$ cat config.mk
export PLATFORM = sky130hd
export DESIGN_NAME = seq_accum_core_flat
export DESIGN_NICKNAME = d
export VERILOG_FILES = /design/src/rtl/seq_accum_pkg.sv /design/src/rtl/seq_accum_if.sv /design/src/rtl/seq_accum_alu.sv /design/src/rtl/seq_accum_core.sv /design/src/flat_wrapper.sv
export SDC_FILE = /design/constraint.sdc
export NUM_CORES = 1
export LEC_CHECK = 0
export CAP_MARGIN = 20
export CORE_MARGIN = 5
export CORE_UTILIZATION = 55
export DETAILED_ROUTE_END_ITERATION = 10
export GPL_TIMING_DRIVEN = 0
export PLACE_DENSITY = 0.85
export SLEW_MARGIN = 20
export SYNTH_ARGS = -nofsm -noshare
export SYNTH_HDL_FRONTEND = slang
export SYNTH_SLANG_ARGS = --single-unit
export TNS_END_PERCENT = 20
$ cat constraint.sdc
create_clock -name clock -period 6.8 [get_ports clock]
set_input_delay 1.7 -clock clock [delete_from_list [all_inputs] [get_ports clock]]
set_output_delay 1.7 -clock clock [all_outputs]
set_load 0.01 [all_outputs]
$ cat src/rtl/seq_accum_pkg.sv
// seq_accum_pkg: opcodes, FSM states and instruction decode shared by the accumulator core.
package seq_accum_pkg;

    localparam logic [7:0] OP_ST    = 8'h00;
    localparam logic [7:0] OP_SETIR = 8'h02;
    localparam logic [7:0] OP_LD    = 8'h11;
    localparam logic [7:0] OP_LDI   = 8'h15;
    localparam logic [7:0] OP_ADD   = 8'h21;
    localparam logic [7:0] OP_ADDI  = 8'h25;
    localparam logic [7:0] OP_SUB   = 8'h31;
    localparam logic [7:0] OP_SUBI  = 8'h35;
    localparam logic [7:0] OP_JZ    = 8'hF0;
    localparam logic [7:0] OP_JNZ   = 8'hF1;
    localparam logic [7:0] OP_JGT   = 8'hF2;
    localparam logic [7:0] OP_JLT   = 8'hF3;
    localparam logic [7:0] OP_JMP   = 8'hFE;
    localparam logic [7:0] OP_HALT  = 8'hFF;

    typedef enum logic [2:0] {IDLE, FETCH, EXEC, MEM, HALT} state_t;
    typedef enum logic [1:0] {ALU_PASS, ALU_ADD, ALU_SUB} aluMode_t;
    typedef enum logic [2:0] {J_NONE, J_Z, J_NZ, J_GT, J_LT, J_ALWAYS} jumpCond_t;

    typedef struct packed {
        logic      legal;
        logic      memOp;
        logic      memWrite;
        logic      accWrite;
        logic      irWrite;
        logic      halt;
        aluMode_t  aluMode;
        jumpCond_t jump;
    } decode_t;

    function automatic decode_t decodeOp(input logic [7:0] op);
        decode_t d;
        d = '0;
        d.legal = 1'b1;
        case (op)
            OP_ST:    begin d.memOp = 1'b1; d.memWrite = 1'b1; end
            OP_SETIR: d.irWrite = 1'b1;
            OP_LD:    begin d.memOp = 1'b1; d.accWrite = 1'b1; end
            OP_LDI:   d.accWrite = 1'b1;
            OP_ADD:   begin d.memOp = 1'b1; d.accWrite = 1'b1; d.aluMode = ALU_ADD; end
            OP_ADDI:  begin d.accWrite = 1'b1; d.aluMode = ALU_ADD; end
            OP_SUB:   begin d.memOp = 1'b1; d.accWrite = 1'b1; d.aluMode = ALU_SUB; end
            OP_SUBI:  begin d.accWrite = 1'b1; d.aluMode = ALU_SUB; end
            OP_JZ:    d.jump = J_Z;
            OP_JNZ:   d.jump = J_NZ;
            OP_JGT:   d.jump = J_GT;
            OP_JLT:   d.jump = J_LT;
            OP_JMP:   d.jump = J_ALWAYS;
            OP_HALT:  d.halt = 1'b1;
            default:  d.legal = 1'b0;
        endcase
        return d;
    endfunction

endpackage

$ cat src/rtl/seq_accum_if.sv
// seq_accum_if: instruction-fetch and data-memory req/ack buses of the accumulator core.
interface seq_accum_if #(
    parameter int DATA_W = 16,
    parameter int ADDR_W = 16,
    parameter int OP_W   = 8
);
    logic                   iReq;
    logic [ADDR_W-1:0]      iAddr;
    logic [OP_W+ADDR_W-1:0] iData;
    logic                   iAck;
    logic                   dReq;
    logic                   dWe;
    logic [ADDR_W-1:0]      dAddr;
    logic [DATA_W-1:0]      dWdata;
    logic [DATA_W-1:0]      dRdata;
    logic                   dAck;

    modport master (
        output iReq, iAddr, dReq, dWe, dAddr, dWdata,
        input  iData, iAck, dRdata, dAck
    );

    modport slave (
        input  iReq, iAddr, dReq, dWe, dAddr, dWdata,
        output iData, iAck, dRdata, dAck
    );
endinterface

$ cat src/rtl/seq_accum_alu.sv
// seq_accum_alu: combinational pass/add/sub with zero and sign flags.
module seq_accum_alu
    import seq_accum_pkg::*;
#(
    parameter int DATA_W = 16
) (
    input  aluMode_t          mode,
    input  logic [DATA_W-1:0] a,
    input  logic [DATA_W-1:0] b,
    output logic [DATA_W-1:0] result,
    output logic              zero,
    output logic              neg
);
    always_comb begin
        result = mode == ALU_ADD ? a + b : mode == ALU_SUB ? a - b : b;
        zero   = result == '0;
        neg    = result[DATA_W-1];
    end
endmodule

$ cat src/rtl/seq_accum_core.sv
// seq_accum_core: multi-cycle accumulator CPU with fetch/exec/mem FSM over req/ack buses.
module seq_accum_core
    import seq_accum_pkg::*;
#(
    parameter int DATA_W = 16,
    parameter int ADDR_W = 16,
    parameter int OP_W   = 8
) (
    input  logic              clock,
    input  logic              resetN,
    input  logic              run,
    seq_accum_if.master       bus,
    output logic [DATA_W-1:0] acc,
    output logic [ADDR_W-1:0] pc,
    output logic              halted,
    output logic              illegal
);
    localparam int INSTR_W = OP_W + ADDR_W;

    state_t              state, nextState;
    logic [INSTR_W-1:0]  instr;
    logic [ADDR_W-1:0]   ir, ea;
    logic [OP_W-1:0]     opField;
    logic                zFlag, nFlag;
    decode_t             dec;
    logic                legal, taken, accLoad, aluZero, aluNeg;
    logic [DATA_W-1:0]   aluB, aluResult;

    assign opField = instr[INSTR_W-1 -: OP_W];
    assign dec     = decodeOp(8'(opField));
    // opcodes wider than the defined 8-bit set are undefined, not aliased
    assign legal   = dec.legal && ((opField >> 8) == '0);
    assign ea      = instr[ADDR_W-1:0] + ir;
    assign aluB    = dec.memOp ? bus.dRdata : DATA_W'(ea);
    assign accLoad = legal && dec.accWrite &&
                     ((state == EXEC && !dec.memOp) || (state == MEM && bus.dAck));

    seq_accum_alu #(.DATA_W(DATA_W)) alu (
        .mode   (dec.aluMode),
        .a      (acc),
        .b      (aluB),
        .result (aluResult),
        .zero   (aluZero),
        .neg    (aluNeg)
    );

    always_comb begin
        taken = dec.jump == J_ALWAYS ? 1'b1 :
                dec.jump == J_Z      ? zFlag :
                dec.jump == J_NZ     ? !zFlag :
                dec.jump == J_GT     ? (!zFlag && !nFlag) :
                dec.jump == J_LT     ? nFlag : 1'b0;
    end

    always_ff @(posedge clock or negedge resetN) begin
        if (!resetN)
            state <= IDLE;
        else
            state <= nextState;
    end

    always_comb begin
        nextState = state;
        case (state)
            IDLE:    nextState = run ? FETCH : IDLE;
            FETCH:   nextState = bus.iAck ? EXEC : FETCH;
            EXEC:    nextState = (!legal || dec.halt) ? HALT : dec.memOp ? MEM : run ? FETCH : IDLE;
            MEM:     nextState = !bus.dAck ? MEM : run ? FETCH : IDLE;
            default: nextState = HALT;
        endcase
    end

    // requests decode straight from state so an async reset drops them at once
    always_comb begin
        bus.iReq = state == FETCH;
        bus.dReq = state == MEM;
        bus.dWe  = state == MEM && dec.memWrite;
    end

    assign bus.iAddr  = pc;
    assign bus.dAddr  = ea;
    assign bus.dWdata = acc;

    always_ff @(posedge clock or negedge resetN) begin
        if (!resetN) begin
            instr   <= '0;
            acc     <= '0;
            pc      <= '0;
            ir      <= '0;
            zFlag   <= 1'b0;
            nFlag   <= 1'b0;
            halted  <= 1'b0;
            illegal <= 1'b0;
        end else begin
            if (state == FETCH && bus.iAck)
                instr <= bus.iData;
            if (accLoad) begin
                acc   <= aluResult;
                zFlag <= aluZero;
                nFlag <= aluNeg;
            end
            if (state == EXEC && legal && dec.irWrite)
                ir <= ADDR_W'(acc);
            if (state == EXEC && (!legal || dec.halt)) begin
                halted  <= 1'b1;
                illegal <= !legal;
            end
            if (state == EXEC && legal && !dec.halt && !dec.memOp)
                pc <= taken ? ea : pc + ADDR_W'(1);
            if (state == MEM && bus.dAck)
                pc <= pc + ADDR_W'(1);
        end
    end
endmodule

$ cat src/flat_wrapper.sv
// flat-port wrapper written by rule: the top's interface ports become plain ports
module seq_accum_core_flat import seq_accum_pkg::*;
#(
    parameter int DATA_W = 16,
    parameter int ADDR_W = 16,
    parameter int OP_W   = 8
)
  (clock, resetN, run, acc, pc, halted, illegal, bus_iReq, bus_iAddr, bus_dReq, bus_dWe, bus_dAddr, bus_dWdata, bus_iData, bus_iAck, bus_dRdata, bus_dAck);
  seq_accum_if #(.DATA_W(DATA_W), .ADDR_W(ADDR_W), .OP_W(OP_W)) bus_i ();
  input  logic clock;
  input  logic resetN;
  input  logic run;
  output logic [DATA_W-1:0] acc;
  output logic [ADDR_W-1:0] pc;
  output logic halted;
  output logic illegal;
  output wire logic [$bits(bus_i.iReq)-1:0] bus_iReq;
  output wire logic [$bits(bus_i.iAddr)-1:0] bus_iAddr;
  output wire logic [$bits(bus_i.dReq)-1:0] bus_dReq;
  output wire logic [$bits(bus_i.dWe)-1:0] bus_dWe;
  output wire logic [$bits(bus_i.dAddr)-1:0] bus_dAddr;
  output wire logic [$bits(bus_i.dWdata)-1:0] bus_dWdata;
  input wire logic [$bits(bus_i.iData)-1:0] bus_iData;
  input wire logic [$bits(bus_i.iAck)-1:0] bus_iAck;
  input wire logic [$bits(bus_i.dRdata)-1:0] bus_dRdata;
  input wire logic [$bits(bus_i.dAck)-1:0] bus_dAck;
  assign bus_iReq = bus_i.iReq;
  assign bus_iAddr = bus_i.iAddr;
  assign bus_dReq = bus_i.dReq;
  assign bus_dWe = bus_i.dWe;
  assign bus_dAddr = bus_i.dAddr;
  assign bus_dWdata = bus_i.dWdata;
  assign bus_i.iData = bus_iData;
  assign bus_i.iAck = bus_iAck;
  assign bus_i.dRdata = bus_dRdata;
  assign bus_i.dAck = bus_dAck;
  seq_accum_core #(.DATA_W(DATA_W), .ADDR_W(ADDR_W), .OP_W(OP_W)) u_core (.clock(clock), .resetN(resetN), .run(run), .bus(bus_i), .acc(acc), .pc(pc), .halted(halted), .illegal(illegal));
endmodule
==> reports/qor.txt, run 1 <==
RSZ-0062 raised after global routing: no
Routed Wire Length: 18.6 mm
Hold Path Class: reg -> reg
Die ar.: 0.0138 mm^2
pin count of the biggest net entering global routing: 41
FF+latch area: 0.00195 mm^2
Pins Over Slew Limit: 0
CTS root buf: clkbuf_16
Achievable Freq: 194 MHz
GPL Wtd Cong: 0.953
DR DRC count: 0
most common cell after layout, fill and taps aside: clkdlybuf4s50_1
total track usage: 26.9%
Core Region: 0.0114 mm^2
WL per Instance: 18.6 um
CP Class: reg -> out
CTS max path bufs: 2
met3 Usage GRT: 4.96%
average vias per placed instance: 6.07
Worst-Margin Slew: 0.704 ns
final setup fails: 0
first-pass GRT wire length: 30.7 mm
Critical Path Source Type: flip-flop
Hold-fix buffers, CTS: 0
#FFs+latches synth: 78
Unique masters post-synth: 83
GR met2 Demand/Resource: 47.4%
Post-synth top flop: dfrtp_1
Crit Path Max Fanout: 3
CTS sink cnt: 78
post-synth top area share: 30.8%
post-synthesis sequential area ratio: 30.8%
outcome: completed
Peak VDD IR: 218 uV
commonest cells after routing, fill and taps aside: clkdlybuf4s50_1 (128), dfrtp_1 (78), nand2_1 (73)
EDFF count, synth: 0
synth warn: 0
syn_nets: 798
Required @ worst endpoint: 5.10 ns
Die H: 117 um
Fin. Hold Viols: 0
# fillers: 846
port bufs: 129
Syn Area/Cell: 8.93 um^2
switching power: 1.25 mW
gr busiest metal: met2
GRT met1 Usage: 33.2%
Worst Hold Depth: 1
maxcap violations: 0
Power Total: 2.94 mW
Switching Share: 42.5%
max_slew headroom: 53.0%
Seq pwr share: 24.7%
CTS tree: done
layout cell share with drive strength beyond 1: 15.9%
Rows: 39
dominant cell type by area after synthesis: dfrtp_1
Area growth syn-to-layout: 28.6%
drt pass-1 iters: 5
top post-synthesis cells by area: dfrtp_1 (31%), mux2_2 (8.2%), ha_1 (7.9%)
Detailed Place HPWL: 14.8 mm
Worst-Skew Late Latency: 0.34 ns
Lkg Pwr: 3.61 nW
setup TNS: 0 ns
Clk pwr share: 17.8%
total CTS buffers: 9
Mapped Area: 0.00634 mm^2
final worst path period need: 5.15 ns
Clk pin slew, worst setup/hold paths: 0.06 ns
initial core utilization: 55.8%
Final Skew: 0.00734 ns
initial antenna violation count: 0
Worst R2R Path Depth: 20
Post-CTS Setup Repair Bufs: 0
Cells after Synth: 710
Die W: 117 um
async set or reset register ratio after synthesis: 100%
Int Power: 1.69 mW
post-route ant nets: 0
crit path DAT: 3.45 ns
H-tree level count: 3
Critical Path End Type: output port
Overflow after GRT: 0
vias in the first global route: 6120
DR iter-0 viols: 692
num ports: 130
DR vias: 6056
fin crit share: 75.8%
Logic pwr share: 57.5%
area occupied by multi-input gates: 0.00388 mm^2
Ant. Diodes: 0
# nets final: 939
Pwr per Cell Area: 361 mW/mm^2
# resized after CTS: 0
-- sequential cells by signal, summed over array words and instances, names as in the netlist --
signal	cells
u_core.ir	16
u_core.instr	24
u_core.zFlag	1
u_core.illegal	1
u_core.state	3
u_core.halted	1
u_core.bus.iAddr	16
u_core.acc	16
-- critical path, stage by stage (launching register included) --
cell             delay, ns
dfrtp_1               0.39
ha_1                  0.27
fa_1                  0.51
a211oi_2              0.32
o211a_1               0.24
nor4_2                0.07
o21a_1                0.23
o21a_1                0.18
nor2_1                0.12
xnor2_1               0.20
clkdlybuf4s50_1       0.60
-- power by group through the flow --
stage	sequential (mW)	clock, mW	combinational (mW)
after global routing	0.743	0.545	1.85
after detailed placement	0.728	0	1.66
after global placement	0.722	0	1.61
after floorplan	0.697	0	1.11
after CTS	0.722	0.527	1.68
final	0.728	0.523	1.69
-- cell usage after synthesis, types with 4 or more instances --
cell / instances
a211oi_1: 4
a21o_1: 6
a21oi_1: 59
a31oi_1: 6
and3_1: 6
buf_2: 5
buf_4: 35
clkbuf_1: 20
dfrtp_1: 78
ha_1: 40
inv_1: 28
mux2_2: 46
mux2i_1: 13
nand2_1: 73
nand2b_1: 12
nand3_1: 28
nand4_1: 9
nor2_1: 39
nor3_1: 13
o211ai_1: 7
o211ai_2: 4
o21a_1: 8
o21ai_0: 49
o21ai_1: 7
o31ai_1: 4
xnor2_1: 15
xor2_1: 6
-- per-layer routing --
layer / vias to the layer above / part of all wire, %
li1: 2836 / -
met2: 295 / 51
met3: 42 / 7.1
met5: - / 0
met4: 0 / 2.2
met1: 2883 / 40
-- through the flow --
step	hold slack, ns	instance area, um^2	util (%)	setup WS (ns)	std cells
4_1_cts	0.504	8150	71.7	1.65	998
5_1_grt	0.532	8150	71.7	1.34	998
2_1_floorplan	0.485	6340	-	2.42	710
3_3_place_gp	0.451	7810	68.7	1.37	982
6_report	0.512	8150	71.7	1.65	998
3_5_place_dp	0.482	7830	68.9	1.37	983
-- logic make-up after synthesis --
family	Yosys count	synth area share (%)
adders and majority gates	43	8.84
and+or+nand+nor	208	16.3
buffers and inverters	93	8.03
muxes	62	10.9
xor gates and xnor gates	22	3.16
AOI/OAI and AO/OA	204	22.1
DFF	78	30.8
-- layout make-up --
| type | instances | share of cell area [%] |
|---|---|---|
| multi-input combinational | 539 | 47.6 |
| tap | 143 | 2.19 |
| inverter | 30 | 1.38 |
| sequential | 78 | 23.9 |
| clock inverter | 3 | 0.829 |
| buffer | 63 | 4.86 |
| clock buffer | 12 | 3.15 |
| timing repair buffer | 130 | 16.1 |
-- path summary, 6_finish.rpt --
kind,startpoint,end,slack [ns]
min,u_core.halted$_DFFE_PN0P_,u_core.halted$_DFFE_PN0P_,0.51
min reg2reg,u_core.halted$_DFFE_PN0P_,u_core.halted$_DFFE_PN0P_,0.51
min in group asynchronous,resetN,u_core.instr[21]$_DFFE_PN0P_,1.33
max,u_core.ir[0]$_DFFE_PN0P_,bus_dAddr[14],1.65
max reg2reg,u_core.ir[0]$_DFFE_PN0P_,u_core.zFlag$_DFFE_PN0P_,1.77
max in group asynchronous,resetN,u_core.instr[10]$_DFFE_PN0P_,4.88
No activity file was read; power rests on OpenSTA's default activity.
==> run 2, diff against run 1 <==
CORE_UTILIZATION = 48   (was 55)
PLACE_DENSITY = 0.78   (was 0.85)
clock period = 4.2 ns   (was 6.8 ns; I/O delays follow)
==> run 2 against run 1 <==
The run now ends with setup timing left; design area increased by 6.2%; register-to-register slack got worse by 1.9 ns; worst setup slack got worse by 1.8 ns; sequential share of layout area decreased by 1.3 points; clock power increased by 53%; clock skew decreased by 0.0018 ns; global-route usage decreased by 3.5 points; critical path depth increased by 10; largest cell class unchanged.
==> reports/qor.txt, run 2 (synthesized netlist as in run 1, its figures left out) <==
# nets final: 951
hold path start: u_core.halted$_DFFE_PN0P_
crit path DAT: 4.56 ns
Worst-Margin Slew: 0.707 ns
Power Total: 5.12 mW
CP peak stage delay: 0.49 ns
DR iter-0 viols: 566
Critical Path End Type: flip-flop
final setup fails: 1
initial antenna violation count: 0
pin count of the biggest net entering global routing: 45
Critical Path Source Type: flip-flop
CTS root buf: clkbuf_16
layout cell share with drive strength beyond 1: 24.5%
Logic pwr share: 61.0%
num ports: 130
switching power: 2.23 mW
Die W: 125 um
Final Skew: 0.00550 ns
Required @ worst endpoint: 4.43 ns
final worst path period need: 4.32 ns
average vias per placed instance: 5.83
initial core utilization: 48.5%
DR DRC count: 0
FF-to-FF End: u_core.zFlag$_DFFE_PN0P_
Clk pwr share: 15.7%
setup TNS: -0.122 ns
WL per Instance: 18.4 um
Slowest cell on crit path: or4_1
Routed Wire Length: 19.2 mm
area occupied by multi-input gates: 0.00425 mm^2
Crit Path Max Fanout: 7
placed cell areas: 0.00787 mm^2
Die ar.: 0.0156 mm^2
Hold-fix buffers, CTS: 0
port bufs: 129
total track usage: 23.4%
CP Class: reg -> reg
post-route ant nets: 0
outcome: complete, but fails checks
commonest cells after routing, fill and taps aside: clkdlybuf4s50_1 (126), dfrtp_1 (75), nand2_1 (72)
Lkg Pwr: 3.72 nW
Fin. Hold Viols: 0
Top Layer Used: met4
Int Power: 2.89 mW
Achievable Freq: 231 MHz
hold_ws: 0.477 ns
Pwr per Cell Area: 591 mW/mm^2
RSZ-0062 raised after global routing: yes
DR vias: 6089
GPL Wtd Cong: 0.934
maxcap violations: 0
drt pass-1 iters: 6
Clk pin slew, worst setup/hold paths: 0.06 ns
first-pass GRT wire length: 29.8 mm
Rows: 42
CP Cell Sequence: ha_4 > fa_2 > a21o_1 > a21oi_2 > xnor2_2 > mux2i_2 > inv_1 > ha_4 > buf_6 > o21a_1 > o21ai_2 > o21ai_2 > a31oi_2 > o21ai_1 > o211ai_1 > a21boi_1 > or4_1 > nand3_1 > nor4_2 > a32o_1
M1 WL: 8.15 mm
# fillers: 1020
total CTS buffers: 9
setup slack after layout: -0.122 ns
Hold Crit Endpoint: u_core.halted$_DFFE_PN0P_
Area growth syn-to-layout: 36.5%
Overflow after GRT: 0
Die H: 125 um
CTS max path bufs: 2
met2 routed WL: 9.36 mm
Pins Over Slew Limit: 0
vias in the first global route: 5760
FF+latch area: 0.00196 mm^2
Ant. Diodes: 0
CTS sink cnt: 78
Peak VDD IR: 254 uV
violated checks: setup timing
Largest register FFs: 24
Hold Path Class: reg -> reg
Seq pwr share: 23.4%
max_slew headroom: 52.8%
fin crit share: 103%
Worst-Skew Late Latency: 0.34 ns
Finished Cell Area: 0.00866 mm^2
Switching Share: 43.5%
Worst Hold Depth: 1
Detailed Place HPWL: 14.1 mm
H-tree level count: 3
met3 WL: 1.16 mm
Biggest register: u_core.instr
Core Region: 0.0131 mm^2
r2r startpoint: u_core.ir[0]$_DFFE_PN0P_
Worst R2R Path Depth: 20
CTS tree: done
most common cell after layout, fill and taps aside: clkdlybuf4s50_1
Worst R2R Setup Slack: -0.12 ns
==> run 2: changes by cell type in the layout (fill, tap and decap cells not counted), sizes merged <==
cell / change
clkbuf: -5
clkinvlp: +1
clkdlybuf4s50: -2
bufinv: -1
clkinv: +2
dlygate4sd2: +1
dlymetal6s2s: +1
buf: +16
==> run 2: through the flow <==
stage,setup slack (ns),cells,utilization [%]
2_1_floorplan,0.0195,710,-
3_3_place_gp,-0.727,1015,60.0
3_5_place_dp,-0.549,1016,60.2
4_1_cts,-0.133,1037,63.6
5_1_grt,-0.276,1044,66.2
6_report,-0.122,1044,66.2
==> run 2: per-layer routing <==
layer / track usage (%) / up-vias
met3: 2.22 / 32
li1: - / 2865
met4: 9.06 / 0
met1: 31.6 / 2944
met2: 39.0 / 248
met5: 0 / -
==> run 2: layout make-up <==
cell class	count	area share, %
buffer	60	4.58
sequential	78	22.6
clock inverter	5	0.679
multi-input combinational	539	49.1
timing repair buffer	145	16.4
tap	176	2.54
clock buffer	11	2.80
inverter	30	1.30
==> run 2: worst max path at each step <==
stage,cells past startpoint,endpoint,from,slack (ns)
2_1_floorplan,20,u_core.zFlag$_DFFE_PN0P_,u_core.ir[0]$_DFFE_PN0P_,0.02
3_3_place_gp,1,u_core.instr[14]$_DFFE_PN0P_,resetN,-0.73
3_5_place_dp,20,u_core.zFlag$_DFFE_PN0P_,u_core.ir[0]$_DFFE_PN0P_,-0.55
4_1_cts,20,u_core.zFlag$_DFFE_PN0P_,u_core.ir[0]$_DFFE_PN0P_,-0.13
5_1_grt,20,u_core.zFlag$_DFFE_PN0P_,u_core.ir[0]$_DFFE_PN0P_,-0.28
6_report,20,u_core.zFlag$_DFFE_PN0P_,u_core.ir[0]$_DFFE_PN0P_,-0.12
==> run 2: worst max-delay path, delay by kind of cell, from the launching register on <==
kind / cells / cell delay, ns
xor gates and xnor gates: 1 / 0.12
adders and majority gates: 3 / 0.91
and+or+nand+nor: 3 / 0.66
buffers and inverters: 2 / 0.23
DFF: 1 / 0.43
muxes: 1 / 0.22
AOI/OAI and AO/OA: 10 / 1.68
==> run 2: repair_timing <==
item	4_1_cts	5_1_grt
buffers inserted	6	9
gates resized for setup	24	64
pin swaps	9	27
endpoints found under the setup margin	9	10
==> run 2: power by group through the flow <==
stage | clock (mW) | combinational (mW) | sequential, mW
finish | 0.801 | 3.12 | 1.20
floorplan | 0 | 1.80 | 1.13
detailed placement | 0 | 2.67 | 1.17
CTS | 0.808 | 2.80 | 1.17
global placement | 0 | 2.63 | 1.17
global route | 0.838 | 3.38 | 1.22
==> run 3, diff against run 2 <==
CTS_CLUSTER_DIAMETER = 40   (was unset)
==> results of run 3 <==
Final layout, timing and power as in run 2 (identical DEF).
